==> src/rtl/issue_queue_free_list_if.sv <==
// Dispatch/wakeup-side bundle for the issue queue free list.
// checkError exists only when RSD_IQ_FREE_LIST_CHECK_EN is defined.
interface issue_queue_free_list_if #(
    parameter int ENTRY_NUM     = 16,
    parameter int ALLOC_WIDTH   = 2,
    parameter int RELEASE_WIDTH = 4
);
    localparam int IDX_W = $clog2(ENTRY_NUM);
    localparam int CNT_W = IDX_W + 1;

    logic [ALLOC_WIDTH-1:0]              allocate;
    logic [ALLOC_WIDTH-1:0][IDX_W-1:0]   allocatedPtr;
    logic [RELEASE_WIDTH-1:0]            releaseEntry;
    logic [RELEASE_WIDTH-1:0][IDX_W-1:0] releasePtr;
    logic                                allocatable;
    logic [CNT_W-1:0]                    freeCount;
`ifdef RSD_IQ_FREE_LIST_CHECK_EN
    logic                                checkError;
`endif

    modport master (
        output allocate,
        output releaseEntry,
        output releasePtr,
        input  allocatedPtr,
        input  allocatable,
        input  freeCount
`ifdef RSD_IQ_FREE_LIST_CHECK_EN
        , input checkError
`endif
    );

    modport slave (
        input  allocate,
        input  releaseEntry,
        input  releasePtr,
        output allocatedPtr,
        output allocatable,
        output freeCount
`ifdef RSD_IQ_FREE_LIST_CHECK_EN
        , output checkError
`endif
    );
endinterface

==> src/rtl/issue_queue_free_list.sv <==
// Issue queue free list: circular FIFO of free entry indices, multi-slot allocate / multi-port release.
// Define RSD_IQ_FREE_LIST_CHECK_EN to add a free bitmap and sticky checkError integrity flag.
module issue_queue_free_list #(
    parameter int ENTRY_NUM     = 16,
    parameter int ALLOC_WIDTH   = 2,
    parameter int RELEASE_WIDTH = 4
) (
    input  logic                  clk_i,
    input  logic                  rst_i,
    issue_queue_free_list_if.slave fl_if
);
    localparam int IDX_W = $clog2(ENTRY_NUM);
    localparam int CNT_W = IDX_W + 1;

    if ((ENTRY_NUM < 4) || ((ENTRY_NUM & (ENTRY_NUM - 1)) != 0)) begin : g_bad_entry_num
        $error("ENTRY_NUM must be a power of two and at least 4");
    end
    if ((ALLOC_WIDTH < 1) || (ALLOC_WIDTH > ENTRY_NUM)) begin : g_bad_alloc_width
        $error("ALLOC_WIDTH must be in 1..ENTRY_NUM");
    end
    if ((RELEASE_WIDTH < 1) || (RELEASE_WIDTH > ENTRY_NUM)) begin : g_bad_release_width
        $error("RELEASE_WIDTH must be in 1..ENTRY_NUM");
    end

    logic [IDX_W-1:0] fifo_q [ENTRY_NUM];
    logic [IDX_W-1:0] fifo_d [ENTRY_NUM];
    logic [IDX_W-1:0] head_q, head_d;
    logic [IDX_W-1:0] tail_q, tail_d;
    logic [CNT_W-1:0] free_q, free_d;
    logic [CNT_W-1:0] grant_cnt;
    logic [CNT_W-1:0] rel_cnt;
    logic [CNT_W-1:0] room;

    // Requests are honoured in slot order until the free entries run out.
    always_comb begin
        grant_cnt = '0;
        for (int i = 0; i < ALLOC_WIDTH; i++) begin
            if (fl_if.allocate[i] && (grant_cnt < free_q)) begin
                grant_cnt = grant_cnt + CNT_W'(1);
            end
        end
    end

    // Slots vacated by this cycle's grants count as room, so a full list can still accept
    // as many releases as it grants; anything beyond capacity is dropped and tail holds.
    assign room = CNT_W'(ENTRY_NUM) - free_q + grant_cnt;

    always_comb begin
        for (int e = 0; e < ENTRY_NUM; e++) begin
            fifo_d[e] = fifo_q[e];
        end
        rel_cnt = '0;
        for (int k = 0; k < RELEASE_WIDTH; k++) begin
            if (fl_if.releaseEntry[k] && (rel_cnt < room)) begin
                fifo_d[tail_q + rel_cnt[IDX_W-1:0]] = fl_if.releasePtr[k];
                rel_cnt = rel_cnt + CNT_W'(1);
            end
        end
    end

    assign head_d = head_q + grant_cnt[IDX_W-1:0];
    assign tail_d = tail_q + rel_cnt[IDX_W-1:0];
    assign free_d = free_q - grant_cnt + rel_cnt;

    // Grants read the registered FIFO, so a same-cycle release is never handed out immediately.
    always_comb begin
        for (int i = 0; i < ALLOC_WIDTH; i++) begin
            fl_if.allocatedPtr[i] = fifo_q[head_q + IDX_W'(i)];
        end
    end

    assign fl_if.allocatable = (free_q >= CNT_W'(ALLOC_WIDTH));
    assign fl_if.freeCount   = free_q;

    always_ff @(posedge clk_i) begin
        if (rst_i) begin
            for (int e = 0; e < ENTRY_NUM; e++) begin
                fifo_q[e] <= IDX_W'(e);
            end
            head_q <= '0;
            tail_q <= '0;
            free_q <= CNT_W'(ENTRY_NUM);
        end else begin
            for (int e = 0; e < ENTRY_NUM; e++) begin
                fifo_q[e] <= fifo_d[e];
            end
            head_q <= head_d;
            tail_q <= tail_d;
            free_q <= free_d;
        end
    end

`ifdef RSD_IQ_FREE_LIST_CHECK_EN
    logic [ENTRY_NUM-1:0] bitmap_q, bitmap_d;
    logic                 err_q, err_d;
    logic [CNT_W-1:0]     chk_g_ord;
    logic [CNT_W-1:0]     chk_r_ord;
    logic [IDX_W-1:0]     chk_g_idx;

    // Bitmap bit set = index currently free. Grants clear, accepted releases set.
    always_comb begin
        bitmap_d  = bitmap_q;
        err_d     = err_q;
        chk_g_ord = '0;
        chk_r_ord = '0;
        chk_g_idx = '0;
        for (int i = 0; i < ALLOC_WIDTH; i++) begin
            if (fl_if.allocate[i] && (chk_g_ord < free_q)) begin
                chk_g_idx = fifo_q[head_q + IDX_W'(i)];
                if (!bitmap_q[chk_g_idx]) begin
                    err_d = 1'b1;
                end
                bitmap_d[chk_g_idx] = 1'b0;
                chk_g_ord = chk_g_ord + CNT_W'(1);
            end
        end
        for (int k = 0; k < RELEASE_WIDTH; k++) begin
            if (fl_if.releaseEntry[k]) begin
                if (bitmap_q[fl_if.releasePtr[k]]) begin
                    err_d = 1'b1;
                end
                for (int m = 0; m < k; m++) begin
                    if (fl_if.releaseEntry[m] && (fl_if.releasePtr[m] == fl_if.releasePtr[k])) begin
                        err_d = 1'b1;
                    end
                end
                if (chk_r_ord < room) begin
                    bitmap_d[fl_if.releasePtr[k]] = 1'b1;
                    chk_r_ord = chk_r_ord + CNT_W'(1);
                end
            end
        end
    end

    always_ff @(posedge clk_i) begin
        if (rst_i) begin
            bitmap_q <= '1;
            err_q    <= 1'b0;
        end else begin
            bitmap_q <= bitmap_d;
            err_q    <= err_d;
        end
    end

    assign fl_if.checkError = err_q;
`endif
endmodule

==> src/flat_wrapper.sv <==
// flat-port wrapper written by rule: the top's interface ports become plain ports
module issue_queue_free_list_flat 
#(
    parameter int ENTRY_NUM     = 16,
    parameter int ALLOC_WIDTH   = 2,
    parameter int RELEASE_WIDTH = 4
)
  (clk_i, rst_i, fl_if_allocate, fl_if_releaseEntry, fl_if_releasePtr, fl_if_allocatedPtr, fl_if_allocatable, fl_if_freeCount);
  issue_queue_free_list_if #(.ENTRY_NUM(ENTRY_NUM), .ALLOC_WIDTH(ALLOC_WIDTH), .RELEASE_WIDTH(RELEASE_WIDTH)) fl_if_i ();
  input  logic clk_i;
  input  logic rst_i;
  input wire logic [$bits(fl_if_i.allocate)-1:0] fl_if_allocate;
  input wire logic [$bits(fl_if_i.releaseEntry)-1:0] fl_if_releaseEntry;
  input wire logic [$bits(fl_if_i.releasePtr)-1:0] fl_if_releasePtr;
  output wire logic [$bits(fl_if_i.allocatedPtr)-1:0] fl_if_allocatedPtr;
  output wire logic [$bits(fl_if_i.allocatable)-1:0] fl_if_allocatable;
  output wire logic [$bits(fl_if_i.freeCount)-1:0] fl_if_freeCount;
  assign fl_if_i.allocate = fl_if_allocate;
  assign fl_if_i.releaseEntry = fl_if_releaseEntry;
  assign fl_if_i.releasePtr = fl_if_releasePtr;
  assign fl_if_allocatedPtr = fl_if_i.allocatedPtr;
  assign fl_if_allocatable = fl_if_i.allocatable;
  assign fl_if_freeCount = fl_if_i.freeCount;
  issue_queue_free_list #(.ENTRY_NUM(ENTRY_NUM), .ALLOC_WIDTH(ALLOC_WIDTH), .RELEASE_WIDTH(RELEASE_WIDTH)) u_core (.clk_i(clk_i), .rst_i(rst_i), .fl_if(fl_if_i));
endmodule
==> config.mk <==
export PLATFORM = sky130hd
export DESIGN_NAME = issue_queue_free_list_flat
export DESIGN_NICKNAME = d
export VERILOG_FILES = /design/src/rtl/issue_queue_free_list_if.sv /design/src/rtl/issue_queue_free_list.sv /design/src/flat_wrapper.sv
export SDC_FILE = /design/constraint.sdc
export NUM_CORES = 1
export LEC_CHECK = 0
export ABC_AREA = 1
export ABC_CLOCK_PERIOD_IN_PS = 10700
export CAP_MARGIN = 20
export CORE_MARGIN = 2
export CORE_UTILIZATION = 60
export DETAILED_ROUTE_END_ITERATION = 8
export GPL_TIMING_DRIVEN = 0
export PLACE_DENSITY = 0.9
export SLEW_MARGIN = 20
export SYNTH_ARGS = -nofsm -noshare
export SYNTH_HDL_FRONTEND = slang
export SYNTH_SLANG_ARGS = --single-unit
==> constraint.sdc <==
create_clock -name clk_i -period 10.7 [get_ports clk_i]
set_clock_uncertainty 0.15 [all_clocks]
set_input_delay 1.605 -clock clk_i [delete_from_list [all_inputs] [get_ports clk_i]]
set_output_delay 1.605 -clock clk_i [all_outputs]
set_load 0.1 [all_outputs]
-- Yosys cells after proc, flatten, opt, wreduce, memory -nomap -nowiden
Memory sizes are Yosys's and may differ from the RTL's. A register that Yosys moved wholly into a read port is not among the register bits.
Cells that the tools add are included.
- $add $sub $neg: 14
- order comparisons: 15
- reductions and logical operators: 10
- bitwise logic cells: 20
- mux-type cells: 42
- operators with widths (operator ; number):
    bitwise mux 64 bit ; 4
    2-to-1 mux 64 bit ; 4
    2-to-1 mux 4 bit ; 21
    demux 4 bit (select 4 bit) ; 4
    >= comparator 5 bit, second input constant ; 4
    less-than comparator 5 x 1 -> 1 bit, second input constant ; 4
    2-to-1 mux 5 bit ; 4
    NOT 4 -> 5 bit ; 4
    adder 4 bit ; 4
    OR 1 bit ; 16
    adder 5 x 1 -> 5 bit, second input constant ; 2
    adder 5 bit ; 2
    logical AND 1 bit ; 10
    less-than comparator 1 x 5 -> 1 bit ; 2
    less-than comparator 1 x 5 -> 1 bit, first input constant ; 2
    less-than comparator 5 bit ; 2
    >= comparator 5 x 2 -> 1 bit, second input constant ; 1
    2-to-1 mux 1 bit ; 5
    subtractor 5 bit ; 1
    subtractor 5 bit, first input constant ; 1
    adder 1 x 1 -> 2 bit, second input constant ; 2
    adder 4 x 1 -> 4 bit ; 1
    adder 4 x 1 -> 4 bit, second input constant ; 1
- RAM bits: 64
- bits in registers: 13
- memories kept: 1
- input bits: 24
- memory list (name ; words ; width ; read ports ; clocked after memory_dff ; write ports ; line ; RTL):
    u_core.fifo_q ; 16 ; 4 ; 18 ; 1 ; 16 ; issue_queue_free_list.sv:25 ; logic [IDX_W-1:0] fifo_q [ENTRY_NUM];

-- Depth between registers and ports, before layout
- word-level depth: 25
- gate-level depth with buffers: 49
- depth with buffers taken out: 48

-- Worst setup path before layout
OpenSTA, ideal clock, no wires.
- path kind: register to register
- from: register u_core.free_q[2] (netlist: u_core.fl_if.freeCount[2])
- to: register u_core.free_q[4] (netlist: u_core.fl_if.freeCount[4])
- arrival time: 7.318 ns
- data required time: 10.426 ns
- library setup time: 0.124 ns
- path slack: 3.108 ns
- stages on the path, launching flop included: 42
- path through: dfxtp_1 -> nor2_1 -> nand3_1 -> o21ai_0 -> inv_1 -> ha_1 -> inv_1 -> ha_1 -> inv_1 -> ha_1 -> inv_1 -> nand2_2 -> nand3_1 -> nand2_2 -> nand2_2 -> nor2_4 -> nand3_4 -> nand2_4 -> [6 not listed] -> nand3_1 -> inv_1 -> o21ai_1 -> inv_1 -> ha_1 -> nand2_1 -> nand2_1 -> nand2_4 -> nand2_1 -> nand2_1 -> nand2_1 -> xnor2_1 -> ha_1 -> fa_1 -> nand2_1 -> nand2_1 -> a21oi_1 -> o21ai_0
- cells in the longest elaborated chain, start to end: 20
- ends and longest elaborated chain (item ; line ; RTL):
    from (decl) ; issue_queue_free_list.sv:29 ; logic [CNT_W-1:0] free_q, free_d;
    from (signal assigned) ; issue_queue_free_list.sv:82 ; free_q <= CNT_W'(ENTRY_NUM);
    from (signal assigned) ; issue_queue_free_list.sv:89 ; free_q <= free_d;
    less-than comparator 1 x 5 -> 1 bit ; issue_queue_free_list.sv:38 ; if (fl_if.allocate[i] && (grant_cnt < free_q)) begin
    logical AND 1 bit ; issue_queue_free_list.sv:38 ;
    2-to-1 mux 1 bit ; issue_queue_free_list.sv:38 ;
    less-than comparator 1 x 5 -> 1 bit ; issue_queue_free_list.sv:38 ;
    logical AND 1 bit ; issue_queue_free_list.sv:38 ;
    2-to-1 mux 5 bit ; issue_queue_free_list.sv:38 ;
    adder 5 bit ; issue_queue_free_list.sv:46 ; assign room = CNT_W'(ENTRY_NUM) - free_q + grant_cnt;
    less-than comparator 1 x 5 -> 1 bit ; issue_queue_free_list.sv:54 ; if (fl_if.releaseEntry[k] && (rel_cnt < room)) begin
    [4 not listed] ; n/a ;
    2-to-1 mux 5 bit ; issue_queue_free_list.sv:54 ;
    less-than comparator 5 bit ; issue_queue_free_list.sv:54 ;
    logical AND 1 bit ; issue_queue_free_list.sv:54 ;
    2-to-1 mux 5 bit ; issue_queue_free_list.sv:54 ;
    less-than comparator 5 bit ; issue_queue_free_list.sv:54 ;
    logical AND 1 bit ; issue_queue_free_list.sv:54 ;
    2-to-1 mux 5 bit ; issue_queue_free_list.sv:54 ;
    adder 5 bit (*) ; issue_queue_free_list.sv:63 ; assign free_d = free_q - grant_cnt + rel_cnt;
Every way passes the cells marked *; elsewhere a longest branch is shown, timed or not.
A chain may end at the register's enable or synchronous reset.

-- Worst setup path in the final report
- from: input fl_if_allocate[0]
- to: register u_core.free_q[3] (netlist: u_core.fl_if.freeCount[3])
- cells in the longest elaborated chain, start to end: 19
- ends and longest elaborated chain (item ; line ; RTL):
    from (decl) ; flat_wrapper.sv:12 ; input wire logic [$bits(fl_if_i.allocate)-1:0] fl_if_allocate;
    logical AND 1 bit (*) ; issue_queue_free_list.sv:38 ;
    2-to-1 mux 1 bit (*) ; issue_queue_free_list.sv:38 ;
    less-than comparator 1 x 5 -> 1 bit ; issue_queue_free_list.sv:38 ;
    logical AND 1 bit ; issue_queue_free_list.sv:38 ;
    2-to-1 mux 5 bit (*) ; issue_queue_free_list.sv:38 ;
    adder 5 bit ; issue_queue_free_list.sv:46 ;
    less-than comparator 1 x 5 -> 1 bit ; issue_queue_free_list.sv:54 ;
    logical AND 1 bit ; issue_queue_free_list.sv:54 ;
    [3 not listed] ; n/a ;
    2-to-1 mux 5 bit ; issue_queue_free_list.sv:54 ;
    less-than comparator 5 bit ; issue_queue_free_list.sv:54 ;
    logical AND 1 bit ; issue_queue_free_list.sv:54 ;
    2-to-1 mux 5 bit ; issue_queue_free_list.sv:54 ;
    less-than comparator 5 bit ; issue_queue_free_list.sv:54 ;
    logical AND 1 bit ; issue_queue_free_list.sv:54 ;
    2-to-1 mux 5 bit ; issue_queue_free_list.sv:54 ;
    adder 5 bit (*) ; issue_queue_free_list.sv:63 ;
Marked as above.

==> summary.txt <==
Critical path
  • CP most frequent cell: inv_1
  • Crit Path Category: input pin to flop
  • Worst Setup Start Kind: input pin
  • CP arrival: 8.59 ns
  • Critical path required time: around 11 ns
  • CP max FO: 12
  • FF-to-FF Start: u_core.fl_if.freeCount[3]$_SDFF_PP0_
  • Family with the most delay on the worst path: simple AND/OR/NAND/NOR gates
  • RR Endpoint: u_core.fl_if.freeCount[3]$_SDFF_PP0_
  • CP bufs+invs: 12
  • Flop-to-flop setup slack: 3.21 ns
  • Max stage delay on crit path: 0.47 ns
  • Reg2reg path depth: 45
  • Worst setup EP type: flop
  • CP max stage cell: clkdlybuf4s50_1

Finish
  • Final non-filler cell total: 1598
  • Fillers: approximately 1200
  • # nets final: roughly 1500
  • Layout cells sized above 1: 5.54%
  • Area Overhead vs Synth: 11.1%

Route
  • Vias per cell: 6.40
  • Residual DRC: 1
  • Vias: 10221
  • Routed Wire Length: ~34000 um
  • DRT Pass-1 Iters: 9
  • Wirelength per Cell: roughly 21 um
  • 1st-iter DRT viols: approximately 1900
  • Post-route ant nets: 0

Synth
  • Post-synth top cells: nand2_1, nor2_1, inv_1, o21ai_0, nand3_1
  • Seq cells post-synth: 77
  • Post-synth EDFFs: 0
  • Sequential-to-total area share from yosys stat: 19.6%
  • Synth Net Count: 1433
  • Count leader, synth: nand2_1
  • Share of flip-flops with an asynchronous set or reset: 0%
  • Netlist Area Pre-Place: 0.00788 mm2
  • Warnings, synthesis: 0
  • Mapped Cells: 1377
  • Synth Flop Type: dfxtp_1
  • Avg Cell Area, Syn: between 5 and 6 um2
  • Count of cell types in the netlist: 42
  • Area share of the largest cell type after synthesis: between 10% and 20%
  • Largest area contributor in the netlist: dfxtp_1
  • Top cells by area, synth: dfxtp_1, nand2_1, o21ai_0, nor2_1, nand3_1

Die
  • Die height: 119 um
  • Standard-cell rows: between 40 and 50
  • Die area: 0.0141 mm2
  • Die width: 119 um
  • IO Pins: 38
  • Initial core utilization: 61.9%
  • Core ar.: 0.0127 mm2

Worst hold path
  • HP Class: flop to flop
  • Hold path startpoint: u_core.fl_if.freeCount[4]$_SDFF_PP1_
  • Hold-critical path depth: 3
  • Worst hold path endpoint: u_core.fl_if.freeCount[4]$_SDFF_PP1_

GRT
  • Gr ovfl total: 0
  • Initial antenna violation count: 0
  • Wire length of the first global-routing pass: just over 50000 um
  • Largest net degree at the start of global routing: 13
  • Vias in the first global route: 9225
  • Total GRT Usage: 48.4%

Clocking
  • Post-CTS resize count: 0
  • H-Tree Depth: 3
  • CTS tree: done
  • TritonCTS Buffers: 9
  • # hold bufs at CTS: 0
  • Clock sinks: 77
  • Post-CTS Setup Bufs: 0
  • Clock buffer depth: 2
  • Clk slew on worst S/H paths: roughly 0.060 ns
  • Clock root buffer: clkbuf_16
  • Clock latency on the worst-skew pair: 0.36 ns

Place
  • Placed insts: 1582
  • HPWL after DPL: 25700 um
  • Input/output buffers: 33
  • GP Congestion: approximately 1.2

Power and ir drop
  • Power Density: 349 mW/mm2
  • Max VDD drop: approximately 0.23 mV
  • Leak: 4.10 nW

Timing
  • Setup TNS Final: 0 ns
  • Hold Violations, Final: 0
  • Slew Viols, Final: 0
  • Max frequency: 0.118 GHz
  • Minimum clock period: 8.46 ns
  • RSZ-0062 raised after global routing: false
  • Fin crit share: 79.0%
  • Max_slew headroom: 30.6%
  • Finish-stage setup viols: 0
  • Worst-margin pin slew: roughly 1.0 ns

Run status
  • Failing checks: design-rule violations
  • Status: finished with violations

Run
  • # Max-Cap Violations: 0
-- sequential cells by signal (all words and copies together) (netlist names) --
register and flops:
u_core.fifo_q 64, u_core.fl_if.freeCount 5, u_core.head_q 4, u_core.tail_q 4
-- worst max path at each step --
stage	start	to	slack, ns	cells after the start
2_1_floorplan	u_core.fl_if.freeCount[2]$_SDFF_PP0_	u_core.fl_if.freeCount[4]$_SDFF_PP1_	3.11	41
3_3_place_gp	fl_if_allocate[0]	u_core.fl_if.freeCount[4]$_SDFF_PP1_	2.28	42
3_5_place_dp	fl_if_allocate[0]	u_core.fl_if.freeCount[3]$_SDFF_PP0_	2.06	43
4_1_cts	fl_if_allocate[0]	u_core.fl_if.freeCount[3]$_SDFF_PP0_	2.42	43
5_1_grt	fl_if_allocate[0]	u_core.fl_if.freeCount[4]$_SDFF_PP1_	1.60	45
6_report	fl_if_allocate[0]	u_core.fl_if.freeCount[3]$_SDFF_PP0_	2.24	45
-- final cells by class --
| class | count | area (um2) | area share, % |
|---|---|---|---|
| multi-input cells | 1081 | 5490 | 62.7 |
| flip-flops and latches | 77 | 1540 | 17.6 |
| inverters | 164 | 616 | 7.04 |
| repair buffers | 33 | 330 | 3.78 |
| clock buffers | 12 | 256 | 2.93 |
| plain buffers | 55 | 233 | 2.66 |
| well taps | 172 | 215 | 2.46 |
| clock inverters | 3 | 68.8 | 0.787 |
| diodes | 1 | 2.50 | 0.0286 |
-- power by group --
part	total (mW)	switching (mW)	internal, mW
sequential	0.492	0.116	0.376
combinational	2.22	1.60	0.619
clock	0.345	0.129	0.216
-- per-stage QoR --
| stage | instance area (um2) | setup WS, ns | util (%) | hold slack [ns] | power [mW] |
|---|---|---|---|---|---|
| final | 8750 | 2.24 | 68.8 | 0.523 | 3.05 |
| after global routing | 8750 | 1.60 | 68.8 | 0.580 | 3.23 |
| after CTS | 8750 | 2.42 | 68.8 | 0.525 | 2.95 |
| after detailed placement | 8420 | 2.06 | 66.2 | 0.506 | 2.60 |
| after global placement | 8420 | 2.28 | 66.2 | 0.485 | 2.56 |
| after floorplan | 7880 | 3.11 | - | 0.431 | 2.02 |
-- tightest hold or removal path: stages, from the launching register on --
cell and delay, ns:
dfxtp_1 0.36, xnor2_1 0.14, inv_1 0.06, o21ai_0 0.06
-- kinds of logic (layout without fill, tap and decap cells) --
| family | Yosys count | in the layout | synth area share, % |
|---|---|---|---|
| xor+xnor | 14 | 14 | 1.56 |
| flops | 77 | 77 | 19.6 |
| compound gates | 316 | 316 | 22.8 |
| fa+ha+maj | 32 | 32 | 5.37 |
| buf+inv | 219 | 267 | 10.8 |
| simple gates | 718 | 718 | 39.9 |
| other cells | 1 | 2 | 0.0476 |
-- metal layers --
layer | wire length (um) | part of all wire, % | track usage (%)
met5 | 32 | 0.093 | 0
met4 | 2520 | 7.3 | 30.8
met3 | 6010 | 18 | 21.2
met2 | 13700 | 40 | 69.8
met1 | 12000 | 35 | 58.3
-- cells in the final DEF, fill, tap and decap left out, types with 4 or more instances in the layout --
cell,n
nand2_2,9
o211ai_1,46
clkbuf_16,9
a21oi_1,84
nand3_4,4
clkinv_1,4
inv_2,12
buf_1,4
o21ai_1,11
clkdlybuf4s50_1,33
buf_2,6
xnor2_1,7
nand3_1,123
inv_1,148
nor2_2,9
o22ai_1,13
nand2_4,5
o21ai_0,141
xor2_1,7
nand2_1,362
nor2_1,168
nand4_1,20
dfxtp_1,77
clkbuf_1,43
ha_1,29
o221ai_1,6
nor3_1,4
nor2_4,9
Note: power is estimated with default switching activity, not from simulation.
